--- src/rtl/h_bridge_pkg.sv ---
// Shared types, step pattern table and step helpers
// for the H-bridge six-step sequencer.
package h_bridge_pkg;

    typedef enum logic [1:0] {
        ST_IDLE,
        ST_DEAD,
        ST_DRIVE,
        ST_FAULT
    } state_e;

    localparam int NUM_STEPS = 6;
    localparam logic [2:0] LAST_STEP = 3'd5;

    // Element 0 is the rightmost entry: {sw1,sw2,sw3}
    localparam logic [NUM_STEPS-1:0][2:0] STEP_PAT = {
        3'b101, 3'b001, 3'b011, 3'b010, 3'b110, 3'b100
    };

    function automatic logic [2:0] step_pattern(
        input logic [2:0] idx
    );
        if (idx < 3'(NUM_STEPS)) begin
            return STEP_PAT[idx];
        end
        return 3'b000;
    endfunction

    function automatic logic [2:0] next_step(
        input logic [2:0] idx,
        input logic       rev
    );
        if (rev) begin
            return (idx == 3'd0) ? LAST_STEP : idx - 3'd1;
        end
        return (idx >= LAST_STEP) ? 3'd0 : idx + 3'd1;
    endfunction

endpackage

--- src/rtl/hb_watchdog.sv ---
// Heartbeat supervisor: synchronizes the host heartbeat,
// detects edges and pulses timeout when they stop while armed.
module hb_watchdog
    import h_bridge_pkg::*;
#(
    parameter int unsigned WDOG_CYCLES = 2500000
) (
    input  logic clk,
    input  logic rst_n,
    input  logic watchdog_in,
    input  logic arm,
    output logic timeout
);

    localparam int unsigned CNT_W = $clog2(WDOG_CYCLES + 1);

    logic [2:0]       sync_q, sync_d;
    logic [CNT_W-1:0] cnt_q, cnt_d;
    logic             timeout_q, timeout_d;
    logic             pet;

    // Stages 0/1 synchronize; stage 2 is the previous value for edge detect
    always_comb begin
        sync_d    = {sync_q[1:0], watchdog_in};
        pet       = sync_q[2] ^ sync_q[1];
        cnt_d     = cnt_q;
        timeout_d = 1'b0;
        if (!arm || pet) begin
            cnt_d = '0;
        end else if (cnt_q == CNT_W'(WDOG_CYCLES - 1)) begin
            cnt_d     = '0;
            timeout_d = 1'b1;
        end else begin
            cnt_d = cnt_q + CNT_W'(1);
        end
    end

    always_ff @(posedge clk or negedge rst_n) begin
        if (!rst_n) begin
            sync_q    <= '0;
            cnt_q     <= '0;
            timeout_q <= 1'b0;
        end else begin
            sync_q    <= sync_d;
            cnt_q     <= cnt_d;
            timeout_q <= timeout_d;
        end
    end

    assign timeout = timeout_q;

endmodule

--- src/rtl/h_bridge_sequencer.sv ---
// Six-step commutation controller with dead time, direction,
// start/stop handshake and watchdog fault latch.
module h_bridge_sequencer
    import h_bridge_pkg::*;
#(
    parameter int unsigned PERIOD_W    = 24,
    parameter int unsigned DEAD_W      = 8,
    parameter int unsigned WDOG_CYCLES = 2500000
) (
    input  logic                clk,
    input  logic                rst_n,
    input  logic                start,
    input  logic                stop,
    input  logic                dir,
    input  logic [PERIOD_W-1:0] step_period,
    input  logic [DEAD_W-1:0]   dead_cycles,
    input  logic                watchdog_in,
    input  logic                fault_clr,
    output logic                sw1,
    output logic                sw2,
    output logic                sw3,
    output logic                bridge_en,
    output logic                busy,
    output logic                fault,
    output logic [2:0]          step_idx,
    output logic                step_strobe
);

    localparam int unsigned CNT_W =
        (PERIOD_W > DEAD_W) ? PERIOD_W : DEAD_W;

    state_e           state_q, state_d;
    logic [2:0]       idx_q, idx_d;
    logic [2:0]       sw_q, sw_d;
    logic             en_q, en_d;
    logic             busy_q, busy_d;
    logic             fault_q, fault_d;
    logic             strobe_q, strobe_d;
    logic [CNT_W-1:0] cnt_q, cnt_d;
    logic [CNT_W-1:0] drive_len;
    logic [2:0]       nxt_idx;
    logic             timeout;

    hb_watchdog #(
        .WDOG_CYCLES(WDOG_CYCLES)
    ) u_wdog (
        .clk        (clk),
        .rst_n      (rst_n),
        .watchdog_in(watchdog_in),
        .arm        (busy_q),
        .timeout    (timeout)
    );

    always_comb begin
        state_d   = state_q;
        idx_d     = idx_q;
        sw_d      = sw_q;
        en_d      = en_q;
        busy_d    = busy_q;
        fault_d   = fault_q;
        strobe_d  = 1'b0;
        cnt_d     = cnt_q;
        nxt_idx   = next_step(idx_q, dir);
        drive_len = (step_period == '0) ? CNT_W'(1)
                                        : CNT_W'(step_period);
        case (state_q)
            ST_IDLE: begin
                if (start && !stop && !fault_q) begin
                    idx_d  = 3'd0;
                    en_d   = 1'b1;
                    busy_d = 1'b1;
                    if (dead_cycles == '0) begin
                        state_d  = ST_DRIVE;
                        sw_d     = step_pattern(3'd0);
                        strobe_d = 1'b1;
                        cnt_d    = drive_len;
                    end else begin
                        state_d = ST_DEAD;
                        sw_d    = 3'b000;
                        cnt_d   = CNT_W'(dead_cycles);
                    end
                end
            end
            ST_DEAD, ST_DRIVE: begin
                if (timeout) begin
                    state_d = ST_FAULT;
                    sw_d    = 3'b000;
                    en_d    = 1'b0;
                    busy_d  = 1'b0;
                    fault_d = 1'b1;
                    cnt_d   = '0;
                end else if (stop || !start) begin
                    state_d = ST_IDLE;
                    sw_d    = 3'b000;
                    en_d    = 1'b0;
                    busy_d  = 1'b0;
                    cnt_d   = '0;
                end else if (cnt_q > CNT_W'(1)) begin
                    cnt_d = cnt_q - CNT_W'(1);
                end else if (state_q == ST_DEAD) begin
                    state_d  = ST_DRIVE;
                    sw_d     = step_pattern(idx_q);
                    strobe_d = 1'b1;
                    cnt_d    = drive_len;
                end else begin
                    // Step expiry: direction is sampled here
                    idx_d = nxt_idx;
                    if (dead_cycles == '0) begin
                        sw_d     = step_pattern(nxt_idx);
                        strobe_d = 1'b1;
                        cnt_d    = drive_len;
                    end else begin
                        state_d = ST_DEAD;
                        sw_d    = 3'b000;
                        cnt_d   = CNT_W'(dead_cycles);
                    end
                end
            end
            ST_FAULT: begin
                if (fault_clr && !start) begin
                    state_d = ST_IDLE;
                    fault_d = 1'b0;
                end
            end
            default: begin
                state_d = ST_IDLE;
                sw_d    = 3'b000;
                en_d    = 1'b0;
                busy_d  = 1'b0;
            end
        endcase
    end

    always_ff @(posedge clk or negedge rst_n) begin
        if (!rst_n) begin
            state_q  <= ST_IDLE;
            idx_q    <= 3'd0;
            sw_q     <= 3'b000;
            en_q     <= 1'b0;
            busy_q   <= 1'b0;
            fault_q  <= 1'b0;
            strobe_q <= 1'b0;
            cnt_q    <= '0;
        end else begin
            state_q  <= state_d;
            idx_q    <= idx_d;
            sw_q     <= sw_d;
            en_q     <= en_d;
            busy_q   <= busy_d;
            fault_q  <= fault_d;
            strobe_q <= strobe_d;
            cnt_q    <= cnt_d;
        end
    end

    assign sw1         = sw_q[2];
    assign sw2         = sw_q[1];
    assign sw3         = sw_q[0];
    assign bridge_en   = en_q;
    assign busy        = busy_q;
    assign fault       = fault_q;
    assign step_idx    = idx_q;
    assign step_strobe = strobe_q;

endmodule

--- config.mk ---
export PLATFORM = sky130hd
export DESIGN_NAME = h_bridge_sequencer
export DESIGN_NICKNAME = d
export VERILOG_FILES = /design/src/rtl/h_bridge_pkg.sv /design/src/rtl/hb_watchdog.sv /design/src/rtl/h_bridge_sequencer.sv
export SDC_FILE = /design/constraint.sdc
export NUM_CORES = 1
export LEC_CHECK = 0
export ABC_AREA = 1
export CAP_MARGIN = 40
export CORE_AREA = 10 10 103 105
export DETAILED_ROUTE_END_ITERATION = 16
export DIE_AREA = 0 0 113 115
export HOLD_SLACK_MARGIN = 0.15
export PLACE_DENSITY = 0.8
export SYNTH_ARGS = -nofsm -noshare
export SYNTH_HDL_FRONTEND = slang
export SYNTH_HIERARCHICAL = 1
export SYNTH_SLANG_ARGS = --single-unit
--- constraint.sdc ---
create_clock -name clk -period 2.5 [get_ports clk]
set_clock_uncertainty 0.2 [all_clocks]
set_input_delay 0.375 -clock clk [delete_from_list [all_inputs] [get_ports clk]]
set_output_delay 0.375 -clock clk [all_outputs]
set_load 0.01 [all_outputs]
After elaboration in Yosys (flattened, before gate mapping)
Memory sizes are Yosys's and may differ from the RTL's.
Cells that the tools add are included.
{"block": "word_totals", "output_inout_bits": 10, "wordCells": 132, "in_bits": 39, "n_memories": 2, "register_bits": 61, "mem_bits_ro": 48}
{"block": "op_classes", "bitwise": 1, "add_sub_neg": 4, "mux": 73, "n_eq_ne": 14, "magnitude_cmp": 6, "n_reduce_logical": 22}
{"name": "(name not given)", "depth": 8, "width": 3, "read_ports": 1, "rd_ports_with_merged_regs": 0, "write_ports": 0, "line_no": "h_bridge_pkg.sv:24", "text": "return STEP_PAT[idx];"}
{"name": "(name not given)", "depth": 8, "width": 3, "read_ports": 1, "rd_ports_with_merged_regs": 0, "write_ports": 0, "line_no": "h_bridge_pkg.sv:24"}
{"cell": "2-to-1 mux 24 bit", "n": 7}
{"cell": "2-to-1 mux 3 bit", "n": 22}
{"cell": "one-hot mux 24 bit (2 select lines)", "n": 1}
{"cell": "2-to-1 mux 22 bit", "n": 2}
{"cell": "2-to-1 mux 1 bit", "n": 27}
{"cell": "> comparator 24 x 1 -> 1 bit, second input constant", "n": 1}
{"cell": "logical NOT 24 bit", "n": 1}
{"cell": "subtractor 24 x 1 -> 24 bit, second input constant", "n": 1}
{"cell": "adder 22 x 1 -> 22 bit, second input constant", "n": 1}
{"cell": "== test 22 bit, second input constant", "n": 1}
{"cell": "2-to-1 mux 2 bit", "n": 8}
{"cell": "!= test 2 bit, second input constant", "n": 6}
{"cell": "one-hot mux 3 bit (2 select lines)", "n": 2}
{"cell": "AND reduction 3 bit", "n": 3}
{"cell": "logical NOT 8 bit", "n": 1}
{"cell": "< comparator 3 x 4 -> 1 bit, second input constant", "n": 2}
{"cell": "< comparator 3 bit, second input constant", "n": 2}
{"cell": "one-hot mux 1 bit (2 select lines)", "n": 3}
{"cell": "one-hot mux 2 bit (3 select lines)", "n": 1}
{"cell": "AND reduction 6 bit", "n": 1}
{"cell": "!= test 5 x 4 -> 1 bit, second input constant", "n": 1}
{"cell": "== test 2 bit, second input constant", "n": 2}
{"cell": "logical NOT 1 bit", "n": 4}
{"cell": "!= test 4 x 3 -> 1 bit, second input constant", "n": 1}
{"cell": "other kinds (15)", "n": 19}

Logic depth before layout (Yosys ltp)
{"block": "logic_depth", "depth_word": 19, "depth_mapped": 14, "mapped_depth_nobuf": 14}

Cells and area by module
Netlist, hierarchy kept.
{"mod": "h_bridge_sequencer", "instances": 1, "cells_each": 522, "seq_area_each_um2": 875.8, "area_each_um2": 3240.6}
{"mod": "hb_watchdog", "instances": 1, "cells_each": 177, "seq_area_each_um2": 650.6, "area_each_um2": 1408.9}

Least setup slack after synthesis
Ideal clock, no wire load.
{"block": "synth_timing", "kind": "register to register", "start": "reg state_q[0]", "end": "reg cnt_q[11] (netlist name)", "stages_incl_launch_ff": 12, "t_arrival_ps": 1711, "synth_period_minus_slack_ps": 1976, "path_buffers": 1, "path_slack_ps": 524, "setup_time_ps": 65, "t_required_ps": 2235, "cell_sequence": "dfrtp_1 -> inv_1 -> ha_1 -> inv_2 -> nor2_1 -> nand2_1 -> inv_1 -> buf_2 -> nand4_1 -> nand2_1 -> nand2_1 -> nand2_1"}
{"element": "from (decl)", "line_no": "h_bridge_sequencer.sv:32", "text": "state_e state_q, state_d;"}
{"element": "from (signal assigned)", "line_no": "h_bridge_sequencer.sv:145", "text": "state_q <= state_d;"}

==> flow_summary.toml <==
[layout]
antenna_cells = 0
area_growth_pct = 19.5
instances_no_fill = 873
drive_gt1_frac = 0.0980
nets = 813
fillCellCount = 756

[critical_path]
cp-start-kind = "register"
critPathLaunch = "state_q[0]"
ff2ff_path_depth = 12
endpoint_kind = "register"
cp_slowest_stage_delay_ns = 0.40
worstPathArrival_ns = 2.40
worstPathRequired_ns = 2.57
path_cells = "inv_1, ha_1, inv_2, nor2_2, nand2_1, nor2_2, nand3_1, nand2_2, nand3_1, nand2_1, nand2_1, nand2_1"
cpMaxStageDelayCell = "dfrtp_1"
crit_top_cell = "nand2_1"
rr_startpoint = "state_q[0]"
path_max_fanout = 9
path_class = "register to register"

[cts]
clock_latency_ns = 0.34
cts-root-buf = "clkbuf_8"
cts_max_level = 3
clock-sinks = 61
clk_pin_slew_ns = 0.07
cts_buffers = 9
clock_path_buffers = 2
post_cts_buffers = 0
cts_tree = "built"

[route]
drc = 0
viasPerCell = 5.40
first_pass_iters = 9
drtIter0Drc = 294
wl_um = 12500
ant_nets = 0
vias = 4716
wl_per_cell_um = 14.3

[grt]
antenna_found_initial = 0
grt_pass1_vias = 4558
grt_pass1_wl_um = 21200
grt_max_degree = 32
grt_util_all_layers = 0.191
grt.overflow.total = 0

[synthesis]
ys_top_cells_by_count = "nand2_1, nor2_1, inv_1"
ys.warnings.count = 6
synthCells = 699
synth_edf_count = 0
synth_cell_type_count = 40
avgSynthCellArea_um2 = 6.65
async_reset_ff_frac = 1.00
synth_ff_type = "dfrtp_1"
ys_seq_area_frac = 0.328
synth_area_leaders = "dfrtp_1, nand2_1, nor2_1"
post-synth-top-count-cell = "nand2_1"
synth_top_area_frac = 0.328
ys_ff_latch = 61
synth_area_mm2 = 0.00465
yosysTopAreaCell = "dfrtp_1"
synth_nets = 751

[sta]
period_needed_ns = 2.33
slew_violations = 0
hold_violations = 0
worstMarginPinSlew_ns = 0.591
period_share = 0.930
clock.fmax_mhz = 430
rsz0062_at_grt = "false"
slew_headroom = 0.606
setup_viol = 0
hold_slack_ns = 0.167
setup_tns_ns = 0

[worst_hold_path]
min_from = "u_wdog/sync_q[0]"
hold-path-cell-count = 0
hold_class = "register to register"

[status]
outcome = "finished clean"

[power]
p_leak_uw = 0.00272
vdd_drop_max_mv = 0.588
power_density_mw_per_mm2 = 908

[die]
die_x_um = 113
fp.dieH_um = 115
io_pins = 49
die-area_mm2 = 0.0130
coreArea_mm2 = 0.00855
start_util = 0.544
rows = 34

[placement]
hpwl_um = 9810
port_buffers = 48
dp_cells = 857
globalplace.congestion = 0.950

[job]
max_cap_viol_count = 0
[power breakdown]
group / switching, uW / internal (uW) / total (uW)
Sequential: 250 / 1190 / 1440
Clock: 396 / 710 / 1110
Combinational: 1620 / 884 / 2500
Total: 2260 / 2780 / 5050
[flip-flops by register name (all words and copies together), names as in the netlist]
signal / count
cnt_q: 24
u_wdog/cnt_q: 22
step_idx: 3
sw_q: 3
u_wdog/sync_q: 3
state_q: 2
busy: 1
fault: 1
step_strobe: 1
u_wdog/timeout: 1
[metal layers]
| layer | track usage | wire length, um | vias up |
|---|---|---|---|
| met5 | 0 | 0 | - |
| met4 | 0.0465 | 97 | 0 |
| met3 | 0.0354 | 858 | 15 |
| met2 | 0.320 | 5840 | 161 |
| met1 | 0.250 | 5700 | 2183 |
| li1 | - | - | 2357 |
[through the flow]
stage | worst slack, ns | instance area (um^2) | utilization | total power (uW)
floorplan | 0.524 | 4650 | - | 3210
global placement | 0.179 | 5290 | 0.618 | 3800
detailed placement | 0.115 | 5290 | 0.618 | 3890
CTS | 0.116 | 5540 | 0.648 | 5000
global route | 0.0102 | 5560 | 0.650 | 5470
finish | 0.174 | 5560 | 0.650 | 5050
[worst paths after layout]
path	end	slack (ns)
max	cnt_q[12]	0.17
min	u_wdog/sync_q[1]	0.17
max reg2reg	cnt_q[12]	0.17
min reg2reg	u_wdog/sync_q[1]	0.17
max in group asynchronous	busy	1.02
min in group asynchronous	cnt_q[19]	0.37
[timing repair]
| item | CTS | global route |
|---|---|---|
| hold endpoints to repair | 24 | 0 |
| hold buffers | 1 | 0 |
| setup endpoints to repair | 0 | 20 |
| gates resized for setup | 0 | 5 |
[cell usage in the layout, fill, tap and decap left out, types with 9 or more instances in the layout]
master,netlist,final
o211ai_1,10,10
o21ai_0,37,37
nor2_2,13,14
nand3_1,57,57
nor2_1,127,125
ha_1,13,13
inv_1,90,89
nand2_1,171,171
dfrtp_1,61,61
xor2_1,16,16
nand2_2,9,9
clkdlybuf4s50_1,0,47
clkbuf_8,0,11
a21oi_1,19,19
buf_4,1,10
nand4_1,19,19
[logic make-up after synthesis]
kind of cell | after synthesis | share of synthesized area
AND/OR/NAND/NOR | 416 | 0.403
buffers and inverters | 106 | 0.0901
AO/OA/AOI/OAI | 80 | 0.100
flip-flops | 61 | 0.328
XOR/XNOR | 23 | 0.0433
adder cells (fa/ha/maj) | 13 | 0.0350
[critical path: cells and delay by family, from the launching register on]
family	cells	cell delay, ns
AND/OR/NAND/NOR	9	1.11
buffers and inverters	2	0.18
flip-flops	1	0.40
adder cells (fa/ha/maj)	1	0.37
[final cells by class]
| class | count | area (um^2) | share of cell area |
|---|---|---|---|
| repair buffers | 60 | 572 | 0.103 |
| multi-input cells | 532 | 2710 | 0.488 |
| well taps | 108 | 135 | 0.0243 |
| inverters | 97 | 364 | 0.0655 |
| clock inverters | 4 | 95.1 | 0.0171 |
| flip-flops and latches | 61 | 1530 | 0.275 |
| clock buffers | 11 | 151 | 0.0272 |
Note: power is estimated with default switching activity, not from simulation.
